## src/rtl/rvc_fetch_aligner.sv

```systemverilog
// Fetch-to-decode aligner: halfword queue, 16/32-bit realignment
// and RV32C-to-RV32I expansion with flush/redirect.
module rvc_fetch_aligner #(
  parameter int unsigned HW_DEPTH = 8,
  parameter bit          ENABLE_C = 1'b1,
  parameter logic [31:0] RESET_PC = 32'h0000_0000
) (
  input  logic        clk,
  input  logic        rst_n,
  input  logic        fetch_valid,
  output logic        fetch_ready,
  input  logic [31:0] fetch_data,
  input  logic        flush,
  input  logic [31:0] redirect_pc,
  output logic        inst_valid,
  input  logic        inst_ready,
  output logic [31:0] inst_data,
  output logic [31:0] inst_pc,
  output logic        inst_is_c,
  output logic        inst_illegal
);

  localparam int unsigned AW = $clog2(HW_DEPTH);
  localparam logic [AW:0] LIM = (AW+1)'(HW_DEPTH - 2);
  localparam logic [AW:0] ONE = (AW+1)'(1);
  localparam logic [AW:0] TWO = (AW+1)'(2);

  logic [HW_DEPTH-1:0][15:0] q;
  logic [AW-1:0] rd;
  logic [AW-1:0] wr;
  logic [AW:0]   count;
  logic [31:0]   head_pc;
  logic          drop_low;

  logic [15:0] h0;
  logic [15:0] h1;
  logic        is_c;
  logic [1:0]  need;
  logic        push;
  logic        pop;
  logic [AW:0] push_n;
  logic [AW:0] pop_n;
  logic        unused_ok;

  logic [31:0] exp_data;
  logic        exp_ill;
  logic [4:0]  rdf;
  logic [4:0]  rs2f;
  logic [4:0]  rdp;
  logic [4:0]  rs1p;
  logic [11:0] imm_ci;
  logic [9:0]  imm_4spn;
  logic [6:0]  imm_lw;
  logic [9:0]  imm_16sp;
  logic [7:0]  imm_lwsp;
  logic [7:0]  imm_swsp;
  logic [11:0] imm_j;
  logic [8:0]  imm_b;
  logic [2:0]  alu_f3;
  logic        alu_sub;
  logic [4:0]  link;

  assign unused_ok = redirect_pc[0];

  assign h0   = q[rd];
  assign h1   = q[rd + AW'(1)];
  assign is_c = ENABLE_C && (h0[1:0] != 2'b11);
  assign need = is_c ? 2'd1 : 2'd2;

  assign inst_valid  = count >= {{(AW-1){1'b0}}, need};
  assign fetch_ready = count <= LIM;
  assign push = fetch_valid & fetch_ready;
  assign pop  = inst_valid & inst_ready;

  assign push_n = !push ? '0 : (drop_low ? ONE : TWO);
  assign pop_n  = !pop ? '0 : (is_c ? ONE : TWO);

  assign rdf  = h0[11:7];
  assign rs2f = h0[6:2];
  assign rdp  = {2'b01, h0[4:2]};
  assign rs1p = {2'b01, h0[9:7]};

  assign imm_ci   = {{6{h0[12]}}, h0[12], h0[6:2]};
  assign imm_4spn = {h0[10:7], h0[12:11], h0[5], h0[6], 2'b00};
  assign imm_lw   = {h0[5], h0[12:10], h0[6], 2'b00};
  assign imm_16sp = {h0[12], h0[4:3], h0[5], h0[2], h0[6], 4'b0000};
  assign imm_lwsp = {h0[3:2], h0[12], h0[6:4], 2'b00};
  assign imm_swsp = {h0[8:7], h0[12:9], 2'b00};
  assign imm_j    = {h0[12], h0[8], h0[10:9], h0[6], h0[7],
                     h0[2], h0[11], h0[5:3], 1'b0};
  assign imm_b    = {h0[12], h0[6:5], h0[2], h0[11:10], h0[4:3], 1'b0};
  assign alu_f3   = {|h0[6:5], h0[6], &h0[6:5]};
  assign alu_sub  = (h0[6:5] == 2'b00);
  assign link     = {4'b0000, ~h0[15]};

  // Expand the head halfword into its 32-bit equivalent.
  always_comb begin
    exp_data = 32'h0;
    exp_ill  = 1'b0;
    unique case (h0[1:0])
      2'b00: begin
        unique case (h0[15:13])
          3'b000: begin
            exp_data = {2'b00, imm_4spn, 5'd2, 3'b000, rdp, 7'h13};
            exp_ill  = (imm_4spn == 10'd0);
          end
          3'b010:
            exp_data = {5'b0, imm_lw, rs1p, 3'b010, rdp, 7'h03};
          3'b110:
            exp_data = {5'b0, imm_lw[6:5], rdp, rs1p, 3'b010,
                        imm_lw[4:0], 7'h23};
          default: exp_ill = 1'b1;
        endcase
      end
      2'b01: begin
        unique case (h0[15:13])
          3'b000:
            exp_data = {imm_ci, rdf, 3'b000, rdf, 7'h13};
          3'b001, 3'b101:
            exp_data = {imm_j[11], imm_j[10:1], imm_j[11],
                        {8{imm_j[11]}}, link, 7'h6f};
          3'b010:
            exp_data = {imm_ci, 5'd0, 3'b000, rdf, 7'h13};
          3'b011: begin
            if (rdf == 5'd2) begin
              exp_data = {{2{imm_16sp[9]}}, imm_16sp, 5'd2,
                          3'b000, 5'd2, 7'h13};
              exp_ill  = (imm_16sp == 10'd0);
            end else begin
              exp_data = {{14{h0[12]}}, h0[12], h0[6:2], rdf, 7'h37};
              exp_ill  = ({h0[12], h0[6:2]} == 6'd0);
            end
          end
          3'b100: begin
            unique case (h0[11:10])
              2'b00, 2'b01: begin
                exp_data = {1'b0, h0[10], 5'b0, h0[6:2], rs1p,
                            3'b101, rs1p, 7'h13};
                exp_ill  = h0[12];
              end
              2'b10:
                exp_data = {imm_ci, rs1p, 3'b111, rs1p, 7'h13};
              default: begin
                exp_data = {1'b0, alu_sub, 5'b0, rdp, rs1p,
                            alu_f3, rs1p, 7'h33};
                exp_ill  = h0[12];
              end
            endcase
          end
          default:
            exp_data = {{4{imm_b[8]}}, imm_b[7:5], 5'd0, rs1p,
                        {2'b00, h0[13]}, imm_b[4:1], imm_b[8], 7'h63};
        endcase
      end
      2'b10: begin
        unique case (h0[15:13])
          3'b000: begin
            exp_data = {7'b0, h0[6:2], rdf, 3'b001, rdf, 7'h13};
            exp_ill  = h0[12];
          end
          3'b010: begin
            exp_data = {4'b0, imm_lwsp, 5'd2, 3'b010, rdf, 7'h03};
            exp_ill  = (rdf == 5'd0);
          end
          3'b100: begin
            if (!h0[12]) begin
              if (rs2f == 5'd0) begin
                exp_data = {12'h0, rdf, 3'b000, 5'd0, 7'h67};
                exp_ill  = (rdf == 5'd0);
              end else begin
                exp_data = {7'b0, rs2f, 5'd0, 3'b000, rdf, 7'h33};
              end
            end else if (rs2f == 5'd0) begin
              if (rdf == 5'd0) exp_data = 32'h0010_0073;
              else exp_data = {12'h0, rdf, 3'b000, 5'd1, 7'h67};
            end else begin
              exp_data = {7'b0, rs2f, rdf, 3'b000, rdf, 7'h33};
            end
          end
          3'b110:
            exp_data = {4'b0, imm_swsp[7:5], rs2f, 5'd2, 3'b010,
                        imm_swsp[4:0], 7'h23};
          default: exp_ill = 1'b1;
        endcase
      end
      default: exp_ill = 1'b1;
    endcase
    if (h0 == 16'h0000) exp_ill = 1'b1;
  end

  assign inst_pc      = head_pc;
  assign inst_is_c    = inst_valid & is_c;
  assign inst_illegal = inst_valid & is_c & exp_ill;
  assign inst_data    = !inst_valid ? 32'h0 :
                        !is_c       ? {h1, h0} :
                        exp_ill     ? {16'h0, h0} : exp_data;

  // Queue storage, pointers, occupancy and head PC.
  always_ff @(posedge clk or negedge rst_n) begin
    if (!rst_n) begin
      q        <= '0;
      rd       <= '0;
      wr       <= '0;
      count    <= '0;
      head_pc  <= RESET_PC;
      drop_low <= RESET_PC[1];
    end else if (flush) begin
      rd       <= '0;
      wr       <= '0;
      count    <= '0;
      head_pc  <= {redirect_pc[31:1], 1'b0};
      drop_low <= redirect_pc[1];
    end else begin
      if (push) begin
        if (drop_low) begin
          q[wr]    <= fetch_data[31:16];
          wr       <= wr + AW'(1);
          drop_low <= 1'b0;
        end else begin
          q[wr]          <= fetch_data[15:0];
          q[wr + AW'(1)] <= fetch_data[31:16];
          wr             <= wr + AW'(2);
        end
      end
      if (pop) begin
        rd      <= rd + (is_c ? AW'(1) : AW'(2));
        head_pc <= head_pc + (is_c ? 32'd2 : 32'd4);
      end
      count <= count + push_n - pop_n;
    end
  end

endmodule

```

## config.mk

```make
export PLATFORM = sky130hd
export DESIGN_NAME = rvc_fetch_aligner
export DESIGN_NICKNAME = d
export VERILOG_FILES = /design/src/rtl/rvc_fetch_aligner.sv
export SDC_FILE = /design/constraint.sdc
export NUM_CORES = 1
export LEC_CHECK = 0
export BUFFER_PORTS_ARGS = -buffer_cell sky130_fd_sc_hd__buf_2
export CORE_ASPECT_RATIO = 0.7
export CORE_MARGIN = 2
export CORE_UTILIZATION = 58
export DETAILED_ROUTE_END_ITERATION = 7
export HOLD_SLACK_MARGIN = 0.03
export PLACE_DENSITY = 0.79
export SYNTH_ARGS = -nofsm -noshare
export SYNTH_HDL_FRONTEND = slang
export SYNTH_SLANG_ARGS = --single-unit
export TNS_END_PERCENT = 20
```

## constraint.sdc

```tcl
create_clock -name clk -period 7.97 [get_ports clk]
set_input_delay 0.797 -clock clk [delete_from_list [all_inputs] [get_ports clk]]
set_output_delay 0.797 -clock clk [all_outputs]
set_load 0.05 [all_outputs]
```

# ---- After elaboration in Yosys (flattened, before gate mapping)
# Cells that the tools add are included.
dict set report classes {
  bitwise 6
  order_cmp 8
  div 0
  n_reduce_logical 20
  n_eq_ne 12
  shift 0
  n_mul 0
  muxes 51
  addsub 7
}
# operator count
set ops {}
lappend ops {{bitwise mux 128 bit} 3}
lappend ops {{two-way mux 32 bit} 7}
lappend ops {{case mux 32 bit (5 select lines)} 1}
lappend ops {{two-way mux 128 bit} 1}
lappend ops {{case mux 32 bit (4 select lines)} 1}
lappend ops {{binary-select mux 16 bit (select 3 bit)} 2}
lappend ops {{demux 16 bit (select 3 bit)} 2}
lappend ops {{case mux 32 bit (3 select lines)} 1}
lappend ops {{case mux 30 bit (3 select lines)} 1}
lappend ops {{two-way mux 16 bit} 4}
lappend ops {{case mux 32 bit (2 select lines)} 1}
lappend ops {{adder 32 x 3 -> 32 bit} 1}
lappend ops {{two-way mux 29 bit} 1}
lappend ops {{two-way mux 25 bit} 1}
lappend ops {{two-way mux 21 bit} 1}
lappend ops {{logical NOT 10 bit} 2}
lappend ops {{two-way mux 3 bit} 6}
lappend ops {{logical NOT 16 bit} 1}
lappend ops {{< comparator 3 x 4 -> 1 bit, second input constant} 4}
lappend ops {{two-way mux 2 bit} 6}
lappend ops {{logical NOT 5 bit} 2}
lappend ops {{equality test 3 bit, second input constant} 3}
lappend ops {{OR reduction 2 bit} 4}
lappend ops {{two-way mux 1 bit} 7}
lappend ops {{26 further kinds} 41}
dict set report totals {
  ff_bits 171
  latch_bits 0
  ramBits 0
  n_memories 0
  mem_bits_ro 0
  out_inout_bits 68
}

# ---- Depth between registers and ports, before layout
dict set report logic_depth {
  word_depth 11
  depth_mapped 22
  depth_no_buf 18
}

# ---- Least setup slack after synthesis
# OpenSTA, ideal clock, no wires.
dict set report synth_path {
  path_type {reg2out}
  startpoint {register rd[0]}
  endpoint {output inst_data[31]}
  path_stages_with_launch 16
  path_slack_ns 2.745
  t_required_ns 7.173
  arrival_ns 4.428
  cell_sequence {dfrtp_1 -> buf_6 -> buf_6 -> mux4_2 -> mux2i_4 -> buf_4 -> inv_2 -> nand2_1 -> ha_1 -> nand2b_1 -> a21oi_1 -> o21a_1 -> inv_1 -> clkbuf_1 -> nand2_1 -> o21ai_0}
}
# item line_no
set synth_lines {}
lappend synth_lines {{start, declared} 29} ;# logic [AW-1:0] rd;
lappend synth_lines {{start signal, assigned} 226} ;# rd <= rd + (is_c ? AW'(1) : AW'(2));
lappend synth_lines {{binary-select mux 16 bit (select 3 bit)} 65} ;# assign h0 = q[rd];
lappend synth_lines {{two-way mux 16 bit (not written as such)} 65}
lappend synth_lines {{inequality test 2 bit} 67} ;# assign is_c = ENABLE_C && (h0[1:0] != 2'b11);
lappend synth_lines {{two-way mux 2 bit} 68} ;# assign need = is_c ? 2'd1 : 2'd2;
lappend synth_lines {{greater-or-equal comparator 4 x 2 -> 1 bit} 70} ;# assign inst_valid = count >= {{(AW-1){1'b0}}, need};
lappend synth_lines {{via inst_valid} 15} ;# output logic inst_valid,
lappend synth_lines {{two-way mux 32 bit} 194} ;# assign inst_data = !inst_valid ? 32'h0 :
lappend synth_lines {{end, declared} 17} ;# output logic [31:0] inst_data,
# The timed path passes the listed nets, and every way through them passes these cells. The select of a mux whose other input is x is not followed.

# ---- Worst setup path in the final report
dict set report layout_path {
  startpoint {register rd[0]}
  endpoint {output inst_data[31]}
}
dict set report layout_between {
  elab_chain_len 11
}
# item line_no
set layout_lines {}
lappend layout_lines {{binary-select mux 16 bit (select 3 bit)} 65}
lappend layout_lines {{two-way mux 16 bit (not written as such)} 65}
lappend layout_lines {{logical NOT 5 bit, on equally long branches} -}
lappend layout_lines {{two-way mux 1 bit} 167} ;# if (rs2f == 5'd0) begin
lappend layout_lines {{two-way mux 1 bit} 166} ;# if (!h0[12]) begin
lappend layout_lines {{case mux 1 bit (4 select lines)} 156} ;# unique case (h0[15:13])
lappend layout_lines {{case mux 1 bit (3 select lines)} 100} ;# unique case (h0[1:0])
lappend layout_lines {{two-way mux 1 bit} 188} ;# if (h0 == 16'h0000) exp_ill = 1'b1;
lappend layout_lines {{two-way mux 32 bit} 196} ;# exp_ill ? {16'h0, h0} : exp_data;
lappend layout_lines {{two-way mux 32 bit} 195} ;# !is_c ? {h1, h0} :
lappend layout_lines {{two-way mux 32 bit *} 194}
# Every way passes the cells marked *; elsewhere a longest branch is shown, timed or not. The select of a mux whose other input is x is not followed.

==> results.md <==
* Effective utilization at floorplan at 58.80%
* WHS at 0.4103 ns
* Avg Cell Area, Syn at 9.238 um2
* Crit path from: rd[0]$_DFFE_PN0N_
* Setup TNS at 0 ns
* Top cell type's share of synthesized area at 35.04%
* Vias in the first global route at 11,460
* Flop2flop setup slack at 1.82 ns
* Core area at 20,640 um2
* Vias at 11,860
* CTS tree: built
* Reg-to-Reg Start: rd[0]$_DFFE_PN0N_
* Ys async rst share at 100.0%
* Violated checks: DRC
* Synthesis Warnings at 0
* Setup violators final at 0
* Hold buffers post-CTS at 0
* CTS Sinks at 170
* First-pass DRT Iterations at 8
* Layout fillers at 1,683
* Tot GR Track Use at 38.56%
* Hold Path Class: in2async
* Wirelength per Cell at 25.31 um
* Worst path buffer plus inverter count at 4
* Final instance area at 13,510 um2
* Largest net degree at the start of global routing at 129
* Most common cell on crit path: nand2_1
* # rows at 44
* Dominant cells by area after synthesis: dfrtp_1 (35%), mux4_2 (12%), a22oi_1 (8.0%)
* Post-CTS Repair Setup Buffers at 0
* RSZ-0062 raised after global routing: no
* Crit path time final at 6.355 ns
* Clock tree root buffer cell: clkbuf_16
* Critical path class: reg2out
* Post-DR vias/cell at 7.129
* First-pass GRT wire length at 65.19 mm
* Total wire length at 42.11 mm
* Fin. Hold Viols at 0
* R2R depth at 19
* Die H at 125.0 um
* Routed Antenna Nets at 0
* Post-Syn Nets at 1,405
* Synth Register Bits at 170
* Slew headroom at 17.47%
* Fmax at 0.1574 GHz
* Status: finished with violations
* CTS H-tree lvls at 4
* Nets@finish at 1,465
* Skew final at 0.01292 ns
* CTS Buffer Depth at 2
* Sequential area share after synthesis at 35.04%
* Reg clk slew, reported paths at 0.08 ns
* Area leader, netlist: dfrtp_1
* EDFF count, synth at 0
* Clk_lat worst skew at 0.45 ns
* Max_cap viols at 0
* Mapped cell area at 12,140 um2
* DRC at 6
* Crit start category: flop
* Crit path cell chain: mux4_2 > mux2i_4 > inv_2 > nand2_1 > ha_1 > nand2b_1 > a21oi_1 > o21a_1 > buf_4 > inv_1 > nand2_1 > o21ai_0 > buf_2
* Full die area at 22,120 um2
* CP Capture Type: output port
* Final Wtd Congestion at 0.9898
* WP depth at 13
* End point of the critical path: inst_data[31]
* CTS buffer count at 17
* Post-Place Cell Area at 12,920 um2
* Worst Tran Pin Value at 1.238 ns
* CTS resizes at 0
* CP arrival at 5.56 ns
* Initial antenna violation count at 0
* Multi-input gate area at 7357 um2
* Max-slew violations at 0
* Gr ovfl total at 0
* IO buf count at 134
* Final core utilization at 65.42%
* Reg2reg end: count[3]$_DFF_PN0_
* Die Span X at 176.9 um
* Critical-path top delay cell: dfrtp_4
* Maximum cell stage delay along the critical path at 0.95 ns
* Crit Path Max Fanout at 48
* Period utilisation layout at 79.73%
* CP required at 7.17 ns
* DP HPWL at 26.69 mm
* Crit path max-delay family: multiplexers
* Synth cell types at 86
* Post-Syn Instances at 1,314
* Synth Flop Type: dfrtp_1
* Share of cells above drive strength 1 at 23.86%
* Synth-to-layout area growth at 11.27%
* Register area at 4259 um2
* Drt initial violations at 1,952
* # IOs at 137
-- flip-flops by register name, summed over array words and instances, names as in the netlist --
signal    count
rd            3
drop_low      1
count         4
inst_pc      31
q           128
wr            3
-- placed cells by master (no fill, tap or decap), types with 4 or more instances in the layout --
cell,Yosys,routed
o31ai_1,5,5
nand4_1,6,6
mux2i_2,5,5
nand2b_1,4,4
nor3_2,0,4
nor3_1,14,10
xnor2_1,17,17
o21a_1,5,5
nor4_1,6,4
nand2_1,218,218
nand3_1,14,14
buf_4,4,26
a211oi_1,14,14
inv_6,0,4
mux2_2,24,24
xor2_1,19,18
clkinv_8,0,4
fa_1,4,4
ha_1,18,17
buf_2,3,133
o21ai_2,0,8
a32oi_1,4,4
a21oi_1,46,46
clkbuf_16,0,17
o22ai_2,8,8
dfrtp_1,170,168
nor2_1,66,66
nor2b_1,7,7
o21ai_0,179,179
o22ai_1,9,9
inv_1,20,20
a22oi_1,130,130
mux4_2,63,63
and3_1,9,9
and2_1,5,5
mux2i_1,24,24
-- metal layers --
| metal | GRT usage [%] | wire length, um | vias up |
|---|---|---|---|
| met5 | 0 | 0 | - |
| met4 | 13.90 | 1580 | 0 |
| met3 | 16.51 | 6617 | 189 |
| met2 | 54.53 | 17890 | 979 |
| met1 | 53.06 | 16020 | 5685 |
| li1 | - | - | 5009 |
-- metrics by stage --
step	setup slack, ns	cells
finish	1.615	1664
global route	1.361	1663
CTS	1.747	1663
detailed placement	2.106	1631
global placement	2.199	1631
floorplan	2.745	1314
-- cells by family after synthesis --
family,Yosys count,synth area share [%]
buffers and inverters,142,5.133
AO/OA/AOI/OAI,449,23.88
multiplexers,121,17.30
other,1,0.03089
adder cells (fa/ha/maj),22,2.515
flip-flops,170,35.04
AND/OR/NAND/NOR,373,13.50
XOR/XNOR,36,2.597
-- synthesized netlist by cell type, drive strengths merged, types with 4 or more instances --
library cell    n
or2             4
o22ai          17
mux4           64
o32ai           4
nand2b          4
nand2         218
clkbuf         97
o21a            5
a21oi          47
o31ai           5
a22oi         130
a32oi           4
inv            21
o21ai         188
buf            22
mux2           26
xor2           19
nor4            6
ha             18
and3            9
dfrtp         170
fa              4
xnor2          17
and2            6
a211oi         15
nor2           67
nor2b           7
nor3           15
mux2i          31
nand3          15
nand4           6
-- how the worst min path moves through the flow --
stage	to	cells past startpoint
after floorplan	q[106]$_DFFE_PN0P_	2
after global placement	q[14]$_DFFE_PN0P_	2
after detailed placement	q[67]$_DFFE_PN0P_	2
after CTS	q[37]$_DFFE_PN0P_	1
after global routing	q[37]$_DFFE_PN0P_	1
final	q[37]$_DFFE_PN0P_	1
-- area by class of cell --
class                           instances  area share [%]
Sequential cell                       170           31.53
Inverter                               23          0.6392
Tap cell                              276           2.557
Clock buffer                           18           3.177
Multi-Input combinational cell       1002           54.47
Antenna cell                            1         0.01853
Clock inverter                         14           1.149
Timing Repair Buffer                  160           6.457
Power is left out: the tool's default activity adds up to more than one toggle a clock period on the data nets, which glitch-free logic cannot reach.
